[config.mk]
export PLATFORM = sky130hd
export DESIGN_NAME = ap_unsi_wall_pipe
export DESIGN_NICKNAME = d
export VERILOG_FILES = /design/src/rtl/ap_mult_pkg.sv /design/src/rtl/ap_csa_row.sv /design/src/rtl/ap_unsi_wall_pipe.sv
export SDC_FILE = /design/constraint.sdc
export NUM_CORES = 1
export LEC_CHECK = 0
export BUFFER_PORTS_ARGS = -buffer_cell sky130_fd_sc_hd__buf_2
export CORE_MARGIN = 3
export CORE_UTILIZATION = 55
export CTS_CLUSTER_DIAMETER = 200
export DETAILED_ROUTE_END_ITERATION = 6
export PLACE_DENSITY = 0.85
export SYNTH_ARGS = -nofsm -noshare
export SYNTH_HDL_FRONTEND = slang
export SYNTH_HIERARCHICAL = 1
export SYNTH_SLANG_ARGS = --single-unit
[constraint.sdc]
create_clock -name clk -period 11 [get_ports clk]
set_input_delay 2.2 -clock clk [delete_from_list [all_inputs] [get_ports clk]]
set_output_delay 2.2 -clock clk [all_outputs]
set_load 0.005 [all_outputs]
[src/rtl/ap_mult_pkg.sv]
// Shared sizing helpers for the approximate Wallace-tree multiplier: tree depth,
// pipeline stage boundaries and row-count bookkeeping.
package ap_mult_pkg;

    localparam int unsigned DW_MAX   = 32;
    localparam int unsigned PIPE_MAX = 4;

    typedef int unsigned col_height_t [2*DW_MAX];

    function automatic int unsigned clog(input int unsigned v);
        int unsigned r;
        r = 0;
        while (r < 32 && (64'd1 << r) < 64'(v)) r++;
        return r;
    endfunction

    // Rows remaining at the input of Wallace level lvl, starting from n0 rows.
    function automatic int unsigned row_count(input int unsigned n0, input int unsigned lvl);
        int unsigned n;
        n = n0;
        for (int unsigned l = 0; l < lvl; l++) n = 2 * (n / 3) + (n % 3);
        return n;
    endfunction

    function automatic int unsigned wall_levels(input int unsigned dw);
        int unsigned n;
        int unsigned l;
        n = dw;
        l = 0;
        while (n > 2) begin
            n = 2 * (n / 3) + (n % 3);
            l++;
        end
        return l;
    endfunction

    // First Wallace level handled by pipeline stage stg; stg == pipe gives the level count.
    function automatic int unsigned stage_split(input int unsigned levels, input int unsigned pipe,
                                                input int unsigned stg);
        return (levels * stg) / pipe;
    endfunction

endpackage

[src/rtl/ap_csa_row.sv]
// One row of 3:2 counters; the carry vector is returned unshifted.
module ap_csa_row #(
    parameter int unsigned W = 16
) (
    input  logic [W-1:0] a,
    input  logic [W-1:0] b,
    input  logic [W-1:0] c,
    output logic [W-1:0] s,
    output logic [W-1:0] co
);

    assign s  = a ^ b ^ c;
    assign co = (a & b) | (a & c) | (b & c);

endmodule

[src/rtl/ap_unsi_wall_pipe.sv]
// Pipelined approximate unsigned Wallace-tree multiplier with a global-stall handshake.
// Define AP_RUNTIME_MODE_EN to add a per-transaction apx_en input (0 = exact product).
module ap_unsi_wall_pipe
    import ap_mult_pkg::*;
#(
    parameter int unsigned DW       = 8,
    parameter int unsigned APX_COLS = 4,
    parameter int unsigned PIPE_STG = 2
) (
    input  logic            clk,
    input  logic            rst_n,
`ifdef AP_RUNTIME_MODE_EN
    input  logic            apx_en,
`endif
    input  logic            in_vld,
    output logic            in_rdy,
    input  logic [DW-1:0]   muld,
    input  logic [DW-1:0]   mulr,
    output logic            out_vld,
    input  logic            out_rdy,
    output logic [2*DW-1:0] res
);

    localparam int unsigned PW = 2 * DW;
    localparam int unsigned WL = wall_levels(DW);

    logic                apx_on;
    logic                stall;
    logic [PIPE_STG-1:0] vld_q, vld_nxt;
    logic [PW-1:0]       pp_rows [DW];
    logic [PW-1:0]       or_bits;
    logic [PW-1:0]       lin     [WL][DW];
    logic [PW-1:0]       lout    [WL][DW];
    logic [PW-1:0]       sin     [PIPE_STG][DW];
    logic [PW-1:0]       sout    [PIPE_STG][DW];
    logic [PW-1:0]       orv     [PIPE_STG];
    logic [PW-1:0]       res_q;

`ifdef AP_RUNTIME_MODE_EN
    assign apx_on = apx_en;
`else
    assign apx_on = 1'b1;
`endif

    assign stall   = vld_q[PIPE_STG-1] & ~out_rdy;
    assign in_rdy  = ~stall;
    assign out_vld = vld_q[PIPE_STG-1];
    assign res     = res_q;

    // Low columns collapse to a single OR bit each; only the rest feeds the tree.
    always_comb begin
        or_bits = '0;
        for (int unsigned j = 0; j < DW; j++) begin
            pp_rows[j] = '0;
            for (int unsigned i = 0; i < DW; i++) begin
                if (apx_on && (i + j) < APX_COLS) begin
                    or_bits[i+j] = or_bits[i+j] | (muld[i] & mulr[j]);
                end else begin
                    pp_rows[j][i+j] = muld[i] & mulr[j];
                end
            end
        end
    end

    always_comb begin
        vld_nxt    = vld_q << 1;
        vld_nxt[0] = in_vld;
    end

    always_ff @(posedge clk or negedge rst_n) begin
        if (!rst_n) begin
            vld_q <= '0;
        end else if (!stall) begin
            vld_q <= vld_nxt;
        end
    end

    for (genvar r = 0; r < DW; r++) begin : g_sin0
        assign sin[0][r] = pp_rows[r];
    end
    assign orv[0] = or_bits;

    for (genvar l = 0; l < WL; l++) begin : g_lvl
        localparam int unsigned N = row_count(DW, l);
        localparam int unsigned G = N / 3;
        localparam int unsigned K = N - 3 * G;
        for (genvar g = 0; g < G; g++) begin : g_csa
            logic [PW-1:0] cy;
            ap_csa_row #(.W(PW)) u_csa (
                .a  (lin[l][3*g]),
                .b  (lin[l][3*g+1]),
                .c  (lin[l][3*g+2]),
                .s  (lout[l][2*g]),
                .co (cy)
            );
            assign lout[l][2*g+1] = cy << 1;
        end
        for (genvar r = 2 * G; r < DW; r++) begin : g_pass
            if (r < 2 * G + K) begin : g_keep
                assign lout[l][r] = lin[l][r+G];
            end else begin : g_zero
                assign lout[l][r] = '0;
            end
        end
    end

    for (genvar s = 0; s < PIPE_STG; s++) begin : g_stg
        localparam int unsigned B0 = stage_split(WL, PIPE_STG, s);
        localparam int unsigned B1 = stage_split(WL, PIPE_STG, s + 1);

        for (genvar l = B0; l < B1; l++) begin : g_lin
            for (genvar r = 0; r < DW; r++) begin : g_row
                if (l == B0) begin : g_first
                    assign lin[l][r] = sin[s][r];
                end else begin : g_chain
                    assign lin[l][r] = lout[l-1][r];
                end
            end
        end

        for (genvar r = 0; r < DW; r++) begin : g_out
            if (B1 > B0) begin : g_tree
                assign sout[s][r] = lout[B1-1][r];
            end else begin : g_thru
                assign sout[s][r] = sin[s][r];
            end
        end

        if (s < PIPE_STG - 1) begin : g_mid
            logic [PW-1:0] rows_q [DW];
            logic [PW-1:0] or_q;
            always_ff @(posedge clk) begin
                if (!stall) begin
                    for (int unsigned r = 0; r < DW; r++) rows_q[r] <= sout[s][r];
                    or_q <= orv[s];
                end
            end
            for (genvar r = 0; r < DW; r++) begin : g_fwd
                assign sin[s+1][r] = rows_q[r];
            end
            assign orv[s+1] = or_q;
        end else begin : g_last
            // Final carry-propagate add; the exact part has zeros under the OR columns.
            always_ff @(posedge clk or negedge rst_n) begin
                if (!rst_n) begin
                    res_q <= '0;
                end else if (!stall) begin
                    res_q <= (sout[s][0] + sout[s][1]) | orv[s];
                end
            end
        end
    end

endmodule

==> results of run 1 <==
## cell usage after synthesis (3+ instances only)
cell type                  count
sky130_fd_sc_hd__dfrtp_1      18
sky130_fd_sc_hd__fa_1         97
sky130_fd_sc_hd__inv_1         3
sky130_fd_sc_hd__edfxtp_1     66
sky130_fd_sc_hd__and3_1        3
sky130_fd_sc_hd__clkbuf_1      3
sky130_fd_sc_hd__o21ai_0      13
sky130_fd_sc_hd__a21oi_1      19
sky130_fd_sc_hd__a31oi_1       3
sky130_fd_sc_hd__a21o_1        3
sky130_fd_sc_hd__nor2_1       14
sky130_fd_sc_hd__ha_1         14
sky130_fd_sc_hd__xor2_1        4
sky130_fd_sc_hd__nand2_1      25
sky130_fd_sc_hd__and2_1       55
sky130_fd_sc_hd__nand3_1       5
sky130_fd_sc_hd__xnor2_1       6
## power breakdown
part           internal (mW)  switching [mW]  total, mW  leakage, nW
clock network          0.128           0.105      0.233        0.105
logic                  0.434           0.566       1.00         1.86
registers              0.451          0.0443      0.495        0.882
total                   1.01           0.716       1.73         2.85
## metrics by stage
step           total power [mW]  utilization, %  instance area [µm²]  instances
6_report                  1.729           65.28                 6469        642
3_3_place_gp              1.412           63.17                 6260        626
3_5_place_dp              1.469           63.17                 6260        626
5_1_grt                   1.880           65.28                 6469        642
4_1_cts                   1.717           65.28                 6469        642
2_1_floorplan             1.267               -                 5954        462
## sequential cells by signal (all words and copies together) (netlist names)
register,flops
g_stg.g_mid.or_q,4
g_stg.g_mid.rows_q,62
res,16
vld_q,2
## layer usage
layer	track usage (%)	routed length, µm
met1	26.82	4341
met2	32.13	4939
met3	3.659	592
met4	6.041	169
met5	0	0
## cell type report
cell class | instances | area share, %
Clock inverter | 4 | 1.141
Sequential cell | 84 | 37.60
Clock buffer | 12 | 2.089
Multi-Input combinational cell | 367 | 53.37
Timing Repair Buffer | 38 | 2.979
Tap cell | 133 | 2.573
Inverter | 4 | 0.2515
## kinds of logic after synthesis
kind of cell               share of synthesized area (%)
buffers and inverters                              1.237
other                                            0.06623
AOI/OAI and AO/OA                                  6.431
xor gates and xnor gates                           1.547
and+or+nand+nor                                    10.36
adders and majority gates                          37.39
DFF                                                42.96
## critical path, stage by stage
cell and delay, ns:
sky130_fd_sc_hd__buf_2 0.10, sky130_fd_sc_hd__nor2b_1 0.77, sky130_fd_sc_hd__clkinv_2 0.13, sky130_fd_sc_hd__buf_2 0.17
## final timing paths
path                           end  depth (start not counted)  slack [ns]
max reg2reg                res[15]                          8        7.61
max in group asynchronous   res[4]                          1        8.96
min reg2reg                 res[1]                          2        0.46
max                         in_rdy                          4        5.44
min in group asynchronous  res[13]                          1        1.76
min                         res[1]                          2        0.46
==> summary by stage, run 1 <==
GRT
The total grt overflow is 0. The number of antenna violations at the first check in global routing was 0. The first-pass GRT wire length is 17110 µm. The global-route usage over all layers is 19.53%. The pin count of the biggest net entering global routing is 94. The number of global-route vias before repair is 3519.

Die
The die is 107.5 µm wide. The starting density of the core is 57.13%. The y dimension of the die is 107.5 µm.

The cell row count is 36. The area of the core region is 9910 µm². The I/O pin total is 38. The floorplan step defined a die boundary enclosing 11550 µm².

Routing
For this run, design rule violations remaining after detail routing come to 0. The total detailed-routing wirelength is 10040 µm. In this run the remaining antenna-violating nets after routing total 0. The post-detailed-route wirelength per cell is 15.64 µm. The violation count after the first detailed-routing iteration is 211. The via density per instance is 5.176. The final route contains 3323 vias. The first detailed-routing pass ran for 5 iterations.

Job
Across the run, the number of max-cap violations was 0.

Synthesis
Summed over its instances, the top area cell type makes up 35.01% of the synthesized netlist area. The flip-flop and latch count after synthesis is 84. Synthesis produced 384 cells.

The cell type with the largest total area after synthesis is sky130_fd_sc_hd__edfxtp_1. For this run, the number of Yosys warnings is 6. The post-synthesis area per instance is 14.74 µm². The share of synthesized registers carrying an async set or reset is 21.43%. Ranked by total cell area, the synthesized netlist is headed by sky130_fd_sc_hd__edfxtp_1 35%, sky130_fd_sc_hd__fa_1 34%, sky130_fd_sc_hd__dfrtp_1 8.0%. The part of the Yosys area used for sequential elements is 42.96%.

In this run, synthesis inferred 66 flip-flops with an integrated enable. The cell area after synthesis is 5662 µm². In the synthesized netlist the dominant register cell turns out to be sky130_fd_sc_hd__edfxtp_1. Yosys mapped the design onto 45 distinct sky130hd cell types.

STA
On the final layout, the worst clock skew is 0.01166 ns. The final-report hold violation count is 0. The setup slack after layout is 5.437 ns. The share of the clock period used by the worst path after layout is 50.57%. The number of failing setup endpoints in the final timing report is 0. The maximum achievable frequency is 0.1798 GHz. The clock period minus worst slack is 5.563 ns. The accumulated negative setup slack is 0 ns.

For the pin with the worst max-slew slack, the measured transition is 1.049 ns. The normalized max-slew margin is 30.09%. Hold timing on the final database bottoms out at a slack of 0.4616 ns.

The number of slew-limit violations in the final report is 0. Setup repair after global routing left no endpoint under its margin.

Placed design
The final weighted congestion in routability-driven placement is 0.8688. The wire-length estimate of the detail-placed layout is 7916 µm. The worst slack at placement is 5.452 ns. The count of buffers from port buffering is 37.

Final layout
The most frequent standard cell in the layout excluding fill and tap cells is sky130_fd_sc_hd__fa_1. The number of antenna diodes in the final layout is 0. Fill cells in the final layout number 730. The area taken by flip-flops and latches is 2432 µm². Leaving out fill and tap cells, the most frequent cells in the layout are 97 x sky130_fd_sc_hd__fa_1, 79 x sky130_fd_sc_hd__conb_1, 66 x sky130_fd_sc_hd__edfxtp_1, 55 x sky130_fd_sc_hd__and2_1, 37 x sky130_fd_sc_hd__buf_2. The combined area of the multi-input logic cells is 3452 µm². Of the cells placed in the final design, the portion with a size suffix greater than 1 is 10.81%. At the end of the flow, the number of nets in the layout was 635. The area added between synthesis and finish is 14.25%.

Clock tree
The clock transition at the register clock pins on the worst setup and hold paths after CTS is 0.07 ns. Clock tree synthesis selected as its root buffer the cell sky130_fd_sc_hd__clkbuf_8. The CTS buffer count is 9.

The number of clock sinks seen by CTS is 84. The clock insertion delay at the later pin of the skew report is 0.35 ns. The CTS tree is built. No sink is reached through more buffers than the 2 on the longest clock path. The number of H-tree branching levels is 3. The cts-stage hold buffer count is 0. The total of cells resized after clock tree synthesis is 0. The number of setup buffers added after CTS is 0.

Setup path
The worst setup path is captured at an output port. For the worst setup path, the data required time is 8.80 ns. The worst setup path is of the input port to output port kind. The startpoint type of the worst setup path is an input port. The worst endpoint data arrival time is 3.36 ns. The largest fanout on the critical path is 14.

Tracing the worst setup path back leads to its startpoint at out_rdy. The worst register-to-register path begins at g_stg[0].g_mid.rows_q[0][2].

Status
The flow ran to the end, and the final reports show no timing, DRC or antenna violations.

Power and ir drop
The total power divided by cell area is 267.3 nW/µm². The leakage power summed over all cells is 2.851 nW. The worst-case IR drop observed on VDD is 0.1415 mV.

Min path
The hold path startpoint is res[1]. The path class of the tightest hold or removal check is flip-flop to flip-flop.
Note: power is estimated with default switching activity, not from simulation.
==> run 2, diff against run 1 <==
--- a/config.mk
+++ b/config.mk
@@ -10,7 +10,7 @@
 export CORE_UTILIZATION = 55
 export CTS_CLUSTER_DIAMETER = 200
 export DETAILED_ROUTE_END_ITERATION = 6
-export PLACE_DENSITY = 0.85
+export PLACE_DENSITY = 0.87
 export SYNTH_ARGS = -nofsm -noshare
 export SYNTH_HDL_FRONTEND = slang
 export SYNTH_HIERARCHICAL = 1
==> constraint.sdc (replaced) <==
create_clock -name clk -period 5.1 [get_ports clk]
set_input_delay 1.02 -clock clk [delete_from_list [all_inputs] [get_ports clk]]
set_output_delay 1.02 -clock clk [all_outputs]
set_load 0.005 [all_outputs]
==> run 2 against run 1 <==
First-iteration DRC count rose by 1.9%; sequential share of layout area rose by 0.20 points; non-clock buffer count rose by 1; power rose by 110%; die area did not move; via count fell by 0.12%; critical path type is now flip-flop to flip-flop; highest routed layer unchanged.
==> summary by stage, run 2 (synthesis gave the netlist of run 1 again) <==
Status
The flow ran to the end, and the final reports show no timing, DRC or antenna violations.

Die
The cell row count is 36. The y dimension of the die is 107.5 µm. The die covers 11550 µm².

The die width is 107.5 µm. 38 I/O pins were placed. The core region is 9910 µm². The starting density of the core is 57.13%.

Clock tree
The clock insertion delay at the later pin of the skew report is 0.37 ns. The number of buffers added for setup after CTS is 0. The number of gates resized after CTS was 0. For this design, the CTS-stage hold fixing added 0 buffers. The number of H-tree branching levels is 3. TritonCTS built the clock tree. TritonCTS created 9 clock buffers. The clock tree buffer depth is 2. The number of clock sinks seen by CTS is 84. The clock transition at the register clock pins on the worst setup and hold paths after CTS is 0.08 ns. The buffer type at the clock tree root is sky130_fd_sc_hd__clkbuf_8.

GRT
The number of antenna violations at the first check in global routing was 0. The met3 track demand over resource in global routing is 3.539%. Entering global routing, the biggest net connects 94 pins.

The global-route usage over all layers is 19.06%. The first-pass GRT wire length is 16760 µm. The global routing's busiest layer is met2. In the global route stage, met2 resource usage came out at 30.21%. Summed over all layers, the global routing overflow is 0. The number of global-route vias before repair is 3505. Global routing used 26.69% of the available met1 tracks.

Final layout
Ranked by flip-flop count, first place goes to g_stg.g_mid.rows_q. In the final layout, the share of cells above drive strength 1 is 11.18%. The top cell types in the final layout, fill and taps aside, are 97 x sky130_fd_sc_hd__fa_1, 79 x sky130_fd_sc_hd__conb_1, 66 x sky130_fd_sc_hd__edfxtp_1, 55 x sky130_fd_sc_hd__and2_1, 37 x sky130_fd_sc_hd__buf_2.

The area added between synthesis and finish is 13.66%. The number of standard cells in the layout, taps in and fillers out is 643. The most frequent standard cell in the layout excluding fill and tap cells is sky130_fd_sc_hd__fa_1. The flip-flop count of the largest register after layout is 62.

The utilization after layout is 64.94%. After the last flow step, the layout net total stands at 636. The repair_antennas step left the layout with diodes totalling 0.

Setup path
The kind of critical path is flip-flop to flip-flop. The startpoint of the worst setup timing path is g_stg[0].g_mid.rows_q[0][2]. The startpoint type of the worst setup path is a flip-flop. The flop-to-flop setup slack is 1.75 ns. The worst endpoint data arrival time is 3.63 ns.

The worst path required time is 5.39 ns. The path depth of the worst reg2reg path is 8. The origin of the critical flop-to-flop path is g_stg[0].g_mid.rows_q[0][2].

The most critical setup path has its endpoint at res[15]. Along the worst path, the maximum fanout reaches 5. STA classifies the critical path endpoint as a flip-flop. In this run the critical register-to-register path is captured at res[15].

Power and ir drop
The share of power burned in the clock network is 11.2%. Internal power comes to 2.084 mW. Registers are responsible for 29.6% of the overall power. The maximum resistive drop on vdd is 0.3073 mV.

The logic gate share of total power is 59.2%. The final total power is 3.606 mW. In this run switching power makes up 42.22% of total power. Power spread over the standard cell area amounts to 560.4 nW/µm². The net switching component of the power is 1.522 mW. Summed over all cells, the static leakage comes to 2.827 nW.

Routing
In this run the remaining antenna-violating nets after routing total 0. The post-detailed-route wirelength per cell is 15.24 µm. The number of remaining DRC errors is 0. The vias after detailed routing is 3319.

The violation count after the first detailed-routing iteration is 215. For this block, the routed nets add up to 9798 µm of wire. The first detailed-routing pass took 5 iterations.

The via density per instance is 5.162.

STA
The accumulated negative setup slack is 0 ns. In this run the tightest slew margin relative to its limit is 31.24%. The number of slew-limit violations in the final report is 0. The number of failing setup endpoints in the final timing report is 0. The worst path meets setup with 1.751 ns of slack.

The transition time of the tightest slew-check pin is 1.031 ns. The maximum achievable frequency is 0.2986 GHz. Setup repair after global routing left no endpoint under its margin. Across the routed clock network, the largest skew measured is 0.01206 ns.

For the finished layout, the period the worst path requires is 3.349 ns. The share of the clock period used by the worst path after layout is 65.67%. The final-report hold violation count is 0.

Placed design
The worst slack at placement is 1.807 ns. Port buffering added 37 buffers. The total instance count after detailed placement is 627. The final weighted congestion in routability-driven placement is 0.9184. After legalization and detailed placement, the total HPWL measured 7823 µm.

Min path
The worst min-delay path category is flip-flop to flip-flop.

Job
Max-cap violations in this run came to 0.
==> run 2: cell types whose count changed in the layout (fill, tap and decap cells not counted), sizes merged <==
cell,delta
clkinv,-1
bufinv,-2
clkinvlp,+3
clkbuf,-1
inv,+1
buf,+1
==> run 2: metrics by stage <==
step	area, µm²	hold slack (ns)
after floorplan	5954	0.4300
final	6435	0.4717
after global routing	6435	0.4964
after CTS	6435	0.4770
after global placement	6267	0.4469
after detailed placement	6267	0.4566
==> run 2: worst min-delay path by stage <==
stage,startpoint,to,slack (ns),cells after the start
after CTS,vld_q[0],vld_q[0],0.48,2
after global routing,res[1],res[1],0.50,2
after detailed placement,vld_q[0],vld_q[0],0.46,2
after floorplan,vld_q[0],vld_q[0],0.43,2
final,vld_q[0],vld_q[0],0.47,2
after global placement,vld_q[0],vld_q[0],0.45,2
==> run 2: layout make-up <==
class                           count  area, µm²
Clock buffer                       11      131.4
Clock inverter                      5      36.28
Fill cell                         710       3475
Inverter                            4      16.27
Multi-Input combinational cell    367       3452
Sequential cell                    84       2432
Tap cell                          133      166.4
Timing Repair Buffer               39      200.2
==> run 2: layer usage <==
metal	up-vias	share of wire (%)	wire length (µm)
met3	19	5.5	540
li1	1484	-	-
met5	-	0	0
met1	1694	43	4258
met2	122	49	4804
met4	0	2.0	195
==> run 2: power by group through the flow <==
stage / clock network [mW] / registers (mW) / logic [mW]
detailed placement: 0 / 1.09 / 2.07
CTS: 0.417 / 1.07 / 2.10
finish: 0.405 / 1.07 / 2.13
global route: 0.441 / 1.09 / 2.40
floorplan: 0 / 1.07 / 1.66
global placement: 0 / 1.07 / 1.97
==> run 2: worst max-delay path, cell delays in order (launching register included) <==
cell and delay, ns:
sky130_fd_sc_hd__edfxtp_1 0.42, sky130_fd_sc_hd__fa_1 0.53, sky130_fd_sc_hd__fa_1 0.55, sky130_fd_sc_hd__fa_1 0.48, sky130_fd_sc_hd__a21o_2 0.25, sky130_fd_sc_hd__a221oi_2 0.40, sky130_fd_sc_hd__o41ai_1 0.14, sky130_fd_sc_hd__or3_1 0.32
sky130_fd_sc_hd__a31oi_1 0.18
